==> src/rtl/dso_disp_pkg.sv <==
// Shared constants for the DSO wave display: window geometry, grid pitch,
// sample coding and FSM state encodings.
package dso_disp_pkg;

    localparam int unsigned H_BITS    = 11;
    localparam int unsigned WAVE_W    = 500;
    localparam int unsigned WAVE_X0   = 100;
    localparam int unsigned WAVE_Y0   = 100;
    localparam int unsigned GRID_STEP = 50;

    // Window edges in pixel coordinates (height fixed at 256 rows)
    localparam logic [H_BITS-1:0] WIN_X_FIRST = H_BITS'(WAVE_X0);
    localparam logic [H_BITS-1:0] WIN_X_LAST  = H_BITS'(WAVE_X0 + WAVE_W - 1);
    localparam logic [H_BITS-1:0] WIN_Y_FIRST = H_BITS'(WAVE_Y0);
    localparam logic [H_BITS-1:0] WIN_Y_LAST  = H_BITS'(WAVE_Y0 + 255);

    // Column offset subtracted at address width
    localparam logic [8:0] ADDR_X0 = 9'(WAVE_X0);

    // Sample code meaning "no sample / out of range"
    localparam logic [7:0] NO_SAMPLE = 8'hFF;

    // Grid wrap counters
    localparam int unsigned           CNT_BITS  = $clog2(GRID_STEP);
    localparam logic [CNT_BITS-1:0]   STEP_LAST = CNT_BITS'(GRID_STEP - 1);

    // FSM states
    localparam logic [1:0] ST_WAIT = 2'd0;
    localparam logic [1:0] ST_DRAW = 2'd1;
    localparam logic [1:0] ST_OVER = 2'd2;

endpackage

==> src/rtl/dso_grid_gen.sv <==
// Graticule generator: per-axis wrap counters replace (coord - origin) mod
// GRID_STEP, plus window border and the dotted pattern.
module dso_grid_gen
    import dso_disp_pkg::*;
(
    input  logic              rstn,
    input  logic              ram_rd_clk,
    input  logic              win_i,
    input  logic [H_BITS-1:0] x_i,
    input  logic [H_BITS-1:0] y_i,
    output logic              grid_o
);

    logic [CNT_BITS-1:0] col_cnt_q, col_cnt_d;
    logic [CNT_BITS-1:0] row_cnt_q, row_cnt_d;
    logic [CNT_BITS-1:0] xmod, ymod;
    logic                x_first, x_last, y_first, y_last;
    logic                border;
    logic [1:0]          dot_sum;

    // Counters restart at the window origin; row counter steps at each row's last column
    always_comb begin
        x_first = (x_i == WIN_X_FIRST);
        x_last  = (x_i == WIN_X_LAST);
        y_first = (y_i == WIN_Y_FIRST);
        y_last  = (y_i == WIN_Y_LAST);
        xmod    = x_first ? '0 : col_cnt_q;
        ymod    = y_first ? '0 : row_cnt_q;

        col_cnt_d = col_cnt_q;
        row_cnt_d = row_cnt_q;
        if (win_i) begin
            col_cnt_d = (xmod == STEP_LAST) ? '0 : xmod + 1'b1;
            if (x_last) begin
                row_cnt_d = (ymod == STEP_LAST) ? '0 : ymod + 1'b1;
            end
        end

        border  = x_first || x_last || y_first || y_last;
        // bit 1 of (x + y) only depends on the two low bits of each operand
        dot_sum = x_i[1:0] + y_i[1:0];
        grid_o  = win_i && ((xmod == '0) || (ymod == '0) || border) && !dot_sum[1];
    end

    // Wrap counter state
    always_ff @(posedge ram_rd_clk or negedge rstn) begin
        if (!rstn) begin
            col_cnt_q <= '0;
            row_cnt_q <= '0;
        end else begin
            col_cnt_q <= col_cnt_d;
            row_cnt_q <= row_cnt_d;
        end
    end

endmodule

==> src/rtl/wave_display.sv <==
// Wave window renderer: issues sample-RAM reads per column, turns returned
// samples into a continuous trace, overlays graticule and trigger marker,
// and flags frame completion to the capture side through ram_rd_over.
module wave_display
    import dso_disp_pkg::*;
(
    input  logic              rstn,
    input  logic              ram_rd_clk,
    input  logic              frame_start,
    input  logic [H_BITS-1:0] pixel_x,
    input  logic [H_BITS-1:0] pixel_y,
    input  logic              pixel_de,
    input  logic [7:0]        trig_level,
    input  logic [7:0]        wave_rd_data,
    output logic [8:0]        wave_rd_addr,
    output logic              ram_rd_en,
    output logic              ram_rd_over,
    output logic              wave_pix,
    output logic              grid_pix,
    output logic              trig_pix,
    output logic              de_o
);

    logic [1:0]        state_q, state_d;
    logic              in_win, last_pix;

    // Stage 1
    logic [H_BITS-1:0] x1_q, x1_d, y1_q, y1_d;
    logic              win1_q, win1_d, de1_q, de1_d, draw1_q, draw1_d;

    // Previous column of the trace
    logic [H_BITS-1:0] yprev_q, yprev_d;
    logic              vprev_q, vprev_d;

    // Stage 2 outputs
    logic              wave_q, wave_d, grid_q, grid_d, trig_q, trig_d, de2_q, de2_d;

    logic [H_BITS-1:0] ycur, ylo, yhi, trig_y;
    logic              vcur, pv_eff, on_trace, grid_hit;

    // Stage 0: window decode and RAM read request, combinational so data lands next cycle
    always_comb begin
        in_win = pixel_de
              && (pixel_x >= WIN_X_FIRST) && (pixel_x <= WIN_X_LAST)
              && (pixel_y >= WIN_Y_FIRST) && (pixel_y <= WIN_Y_LAST);
        last_pix     = in_win && (pixel_x == WIN_X_LAST) && (pixel_y == WIN_Y_LAST);
        wave_rd_addr = in_win ? (pixel_x[8:0] - ADDR_X0) : 9'd0;
        ram_rd_en    = in_win && (state_q == ST_DRAW);
    end

    // Frame FSM; a frame_start during DRAW restarts the frame without passing OVER
    always_comb begin
        state_d = state_q;
        case (state_q)
            ST_WAIT: if (frame_start) state_d = ST_DRAW;
            ST_DRAW: begin
                if (frame_start) begin
                    state_d = ST_DRAW;
                end else if (last_pix) begin
                    state_d = ST_OVER;
                end
            end
            ST_OVER: if (frame_start) state_d = ST_DRAW;
            default: state_d = ST_WAIT;
        endcase
    end

    assign ram_rd_over = (state_q == ST_OVER);

    dso_grid_gen u_grid (
        .rstn       (rstn),
        .ram_rd_clk (ram_rd_clk),
        .win_i      (win1_q),
        .x_i        (x1_q),
        .y_i        (y1_q),
        .grid_o     (grid_hit)
    );

    // Stage 1 capture and stage 2 pixel decisions from the returned sample
    always_comb begin
        x1_d    = pixel_x;
        y1_d    = pixel_y;
        win1_d  = in_win;
        de1_d   = pixel_de;
        draw1_d = ram_rd_en;

        ycur   = WIN_Y_LAST - {{(H_BITS-8){1'b0}}, wave_rd_data};
        vcur   = win1_q && (wave_rd_data != NO_SAMPLE);
        // First column of a row never joins to the previous row's last column
        pv_eff = vprev_q && (x1_q != WIN_X_FIRST);
        ylo    = (ycur < yprev_q) ? ycur : yprev_q;
        yhi    = (ycur < yprev_q) ? yprev_q : ycur;
        on_trace = pv_eff ? ((y1_q >= ylo) && (y1_q <= yhi)) : (y1_q == ycur);

        yprev_d = win1_q ? ycur : yprev_q;
        vprev_d = win1_q ? vcur : vprev_q;

        trig_y = WIN_Y_LAST - {{(H_BITS-8){1'b0}}, trig_level};

        wave_d = draw1_q && vcur && on_trace;
        grid_d = grid_hit;
        trig_d = win1_q && (y1_q == trig_y) && !x1_q[2];
        de2_d  = de1_q;
    end

    // Pipeline and FSM state
    always_ff @(posedge ram_rd_clk or negedge rstn) begin
        if (!rstn) begin
            state_q <= ST_WAIT;
            x1_q    <= '0;
            y1_q    <= '0;
            win1_q  <= 1'b0;
            de1_q   <= 1'b0;
            draw1_q <= 1'b0;
            yprev_q <= '0;
            vprev_q <= 1'b0;
            wave_q  <= 1'b0;
            grid_q  <= 1'b0;
            trig_q  <= 1'b0;
            de2_q   <= 1'b0;
        end else begin
            state_q <= state_d;
            x1_q    <= x1_d;
            y1_q    <= y1_d;
            win1_q  <= win1_d;
            de1_q   <= de1_d;
            draw1_q <= draw1_d;
            yprev_q <= yprev_d;
            vprev_q <= vprev_d;
            wave_q  <= wave_d;
            grid_q  <= grid_d;
            trig_q  <= trig_d;
            de2_q   <= de2_d;
        end
    end

    assign wave_pix = wave_q;
    assign grid_pix = grid_q;
    assign trig_pix = trig_q;
    assign de_o     = de2_q;

endmodule

==> config.mk <==
export PLATFORM = sky130hd
export DESIGN_NAME = wave_display
export DESIGN_NICKNAME = d
export VERILOG_FILES = /design/src/rtl/dso_disp_pkg.sv /design/src/rtl/dso_grid_gen.sv /design/src/rtl/wave_display.sv
export SDC_FILE = /design/constraint.sdc
export NUM_CORES = 1
export LEC_CHECK = 0
export ABC_AREA = 1
export CORE_MARGIN = 5
export CORE_UTILIZATION = 40
export DETAILED_ROUTE_END_ITERATION = 12
export GPL_TIMING_DRIVEN = 0
export HOLD_SLACK_MARGIN = 0.05
export PLACE_DENSITY = 0.63
export SYNTH_ARGS = -nofsm -noshare
export SYNTH_HDL_FRONTEND = slang
export SYNTH_SLANG_ARGS = --single-unit
==> constraint.sdc <==
create_clock -name ram_rd_clk -period 3.88 [get_ports ram_rd_clk]
set_input_delay 0.97 -clock ram_rd_clk [delete_from_list [all_inputs] [get_ports ram_rd_clk]]
set_output_delay 0.97 -clock ram_rd_clk [all_outputs]
set_load 0.02 [all_outputs]
==> metrics.md <==
| Metric | Value |
|---|---|
| Area enclosed by the die boundary | `12,280 um2` |
| Number of instances in the synthesized netlist | `561` |
| Worst clock skew | `~0.011 ns` |
| Vias in the first global route | `roughly 3,800` |
| Arrival time at the worst endpoint | `about 2.7 ns` |
| Clock transition at the register clock pins on the worst setup and hold paths after CTS | `about 0.090 ns` |
| Transition time at the pin with the least slew margin | `between 0.5 and 0.6 ns` |
| Average via count per standard cell | `between 5 and 6` |
| Post-synthesis instance area | `between 4000 and 5000 um2` |
| Area taken by flip-flops and latches | `1326 um2` |
| Library cell used as clock root buffer | `sky130_fd_sc_hd__clkbuf_8` |
| Pre-CTS setup slack | `-1.119 ns` |
| Number of ports placed on the die boundary | `57` |
| Grt ovf | `0` |
| Clock latency on the worst-skew pair | `around 0.31 ns` |
| Horizontal extent of the die | `~110 um` |
| Final HPWL from detailed placement | `between 8000 and 9000 um` |
| Cell occurring most often along the worst timing path | `sky130_fd_sc_hd__nand3_1` |
| Drt first-iter violations | `between 200 and 250` |
| Run status | `finished clean` |
| CTS H-Tree Depth | `2` |
| Number of enable flip-flop cells after synthesis | `0` |
| Relative slew slack | `0.6243` |
| Cell area after layout | `approximately 5000 um2` |
| Initial standard-cell utilization of the core | `0.4139` |
| Cell breakdown of the critical path | `clkdlybuf4s50_1, nand2_1, o21bai_1, nand3_1, nand3_1, nor2_2, nand2_2, buf_6, nor2_1, buf_2` |
| Number of standard-cell rows in the floorplan | `36` |
| Number of pins with negative max-slew slack in the final report | `0` |
| Number of remaining DRC errors | `0` |
| Final Worst Setup Slack | `about 0.17 ns` |
| Distinct cells, synth | `39` |
| Kind of path behind the tightest hold check | `flip-flop to flip-flop` |
| DR pass1 iterations | `5` |
| Placed standard-cell area | `4806 um2` |
| # placed instances | `approximately 750` |
| Dominant synthesized flop cell | `sky130_fd_sc_hd__dfrtp_1` |
| Number of maximum-capacitance constraint violations | `0` |
| Final hold slack | `0.3686 ns` |
| Sum of negative setup slack | `0 ns` |
| First-pass GRT wire length | `roughly 18,000 um` |
| Most repeated cell in the gate-level netlist after synthesis | `sky130_fd_sc_hd__nand2_1` |
| PortBufs | `56` |
| Syn. warnings | `0` |
| Min cycle time layout | `about 3.7 ns` |
| Core footprint | `9819 um2` |
| Cell type of the slowest stage on the worst timing path | `sky130_fd_sc_hd__clkdlybuf4s50_1` |
| Antenna Nets Post-Route | `0` |
| Placer's final routability congestion estimate | `between 0.9 and 1` |
| Routed WL per cell | `roughly 14 um` |
| Filler cell count | `a little over 1,000` |
| CTS Hold Bufs | `0` |
| Sort of element at the start of the critical path | `input port` |
| Portion of synthesized cell area occupied by the leading cell type | `0.3264` |
| Post-synthesis async set-or-reset flop share | `1.000` |
| Layout Area Growth over Synthesis | `24.23%` |
| Worst-path fanout max | `10` |
| Worst-case vdd ir drop | `between 0.15 and 0.2 mV` |
| Final instance count without filler cells | `767` |
| Post-detailed-routing wire length | `10,520 um` |
| Die Ht | `around 110 um` |
| Final nets | `between 700 and 800` |
| Library cell occupying the most area in the post-synthesis netlist | `sky130_fd_sc_hd__dfrtp_1` |
| F_max | `around 0.27 GHz` |
| Area taken by multi-input logic gates | `2552 um2` |
| Share of the core filled with cells in the final layout | `0.5141` |
| Proportion of layout cells with a drive suffix above 1 | `0.1356` |
| Antenna Cells | `0` |
| Endpoint class of the critical path | `primary output` |
| Path type of the worst setup path | `input port to primary output` |
| Setup violations, final | `0` |
| Total routing usage reported by global routing | `0.1715` |
| Leakage power | `~2.5 nW` |
| Number of hold-slack violations in the final timing report | `0` |
| Largest cells by area after synthesis | `sky130_fd_sc_hd__dfrtp_1, sky130_fd_sc_hd__nand2_1, sky130_fd_sc_hd__ha_1` |
| Power, Total | `about 1.8 mW` |
| Per-instance average area after synthesis | `7.244 um2` |
| Detailed-route via count | `3,863` |
| Sequential share of the synthesized area | `0.3264` |
| Maximum number of pins on one net before global-route repair | `36` |
| #FFs+latches synth | `between 50 and 60` |
| CP required | `2.91 ns` |
| Post-Syn Nets | `640` |
| CTS tree | `yes` |
| Top cells by instance count after synthesis | `sky130_fd_sc_hd__nand2_1, sky130_fd_sc_hd__inv_1, sky130_fd_sc_hd__nor2_1` |
| Tcrit/Tclk final | `0.9550` |
| Total CTS buffers | `5` |
| Clock Sinks | `between 50 and 60` |
| Stage delay of the slowest cell on the critical path | `roughly 0.57 ns` |
| Pwr per Cell Area | `363.0 nW/um2` |
| Maximum clock insertion buffer count | `2` |
| Unrepaired setup endpoints after global routing | `false` |
| Antenna violations before repair | `0` |
-- sequential cells by signal, indices dropped and copies added, names as in the netlist --
| signal | count |
|---|---|
| u_grid.row_cnt_q | 6 |
| win1_q | 1 |
| x1_q | 11 |
| grid_pix | 1 |
| y1_q | 11 |
| yprev_q | 9 |
| draw1_q | 1 |
| u_grid.col_cnt_q | 6 |
| trig_pix | 1 |
| de_o | 1 |
| state_q | 2 |
| vprev_q | 1 |
| wave_pix | 1 |
| de1_q | 1 |
-- critical path, delay by kind of cell --
family | cells | cell delay [ns]
compound gates | 1 | 0.19
simple gates | 6 | 0.68
buf+inv | 3 | 0.90
-- timing repair --
| action | 4_1_cts | 5_1_grt |
|---|---|---|
| cloned | 3 | 0 |
| pin swaps | 7 | 6 |
| resized for setup | 65 | 30 |
| endpoints found under the setup margin | 11 | 11 |
| setup buffers | 3 | 2 |
-- final cells by class --
type	instances	area share
buffer	9	0.01636
clock buffer	6	0.01437
clock inverter	2	0.002726
inverter	67	0.04981
multi-input combinational	433	0.5056
sequential	53	0.2627
tap	133	0.03296
timing repair buffer	64	0.1155
-- kinds of logic after synthesis --
kind of cell	share of synthesized area
xor gates and xnor gates	0.04711
and+or+nand+nor	0.3381
DFF	0.3264
buffers and inverters	0.07666
AOI/OAI and AO/OA	0.09791
adders and majority gates	0.1139
-- worst paths after layout --
check | start | to | slack [ns] | cells after the start
max | pixel_x[6] | wave_rd_addr[2] | 0.17 | 10
min | de1_q$_DFF_PN0_ | de_o$_DFF_PN0_ | 0.37 | 0
min in group asynchronous | rstn | yprev_q[3]$_DFFE_PN0P_ | 0.59 | 1
max reg2reg | yprev_q[2]$_DFFE_PN0P_ | wave_pix$_DFF_PN0_ | 1.20 | 17
max in group asynchronous | rstn | u_grid.row_cnt_q[5]$_DFFE_PN0P_ | 2.74 | 2
min reg2reg | de1_q$_DFF_PN0_ | de_o$_DFF_PN0_ | 0.37 | 0
-- cell usage in the layout, fill, tap and decap left out, types with 6 or more instances in the layout --
| master | synthesis | routed |
|---|---|---|
| sky130_fd_sc_hd__a21oi_1 | 21 | 18 |
| sky130_fd_sc_hd__buf_2 | 3 | 9 |
| sky130_fd_sc_hd__buf_4 | 0 | 8 |
| sky130_fd_sc_hd__clkbuf_8 | 0 | 7 |
| sky130_fd_sc_hd__clkdlybuf4s50_1 | 0 | 38 |
| sky130_fd_sc_hd__dfrtp_1 | 53 | 53 |
| sky130_fd_sc_hd__ha_1 | 37 | 34 |
| sky130_fd_sc_hd__inv_1 | 64 | 62 |
| sky130_fd_sc_hd__nand2_1 | 157 | 154 |
| sky130_fd_sc_hd__nand2_2 | 4 | 6 |
| sky130_fd_sc_hd__nand3_1 | 31 | 30 |
| sky130_fd_sc_hd__nand4_1 | 9 | 9 |
| sky130_fd_sc_hd__nor2_1 | 60 | 58 |
| sky130_fd_sc_hd__nor2_2 | 6 | 7 |
| sky130_fd_sc_hd__nor3_1 | 10 | 10 |
| sky130_fd_sc_hd__o21ai_0 | 39 | 34 |
| sky130_fd_sc_hd__o21ai_1 | 3 | 7 |
| sky130_fd_sc_hd__xor2_1 | 15 | 15 |
-- layer usage --
layer	share of wire	up-vias	track usage
li1	-	1971	-
met1	0.48	1787	0.2371
met2	0.45	89	0.2722
met3	0.040	16	0.02566
met4	0.021	0	0.06240
met5	0	-	0
-- where the power goes --
| part | internal, mW | leakage [nW] | switching [mW] |
|---|---|---|---|
| logic | 0.370 | 1.79 | 0.480 |
| registers | 0.611 | 0.655 | 0.0489 |
| clock network | 0.129 | 0.0456 | 0.193 |
| total | 1.11 | 2.49 | 0.722 |
Power figures use the tool's default switching activity.
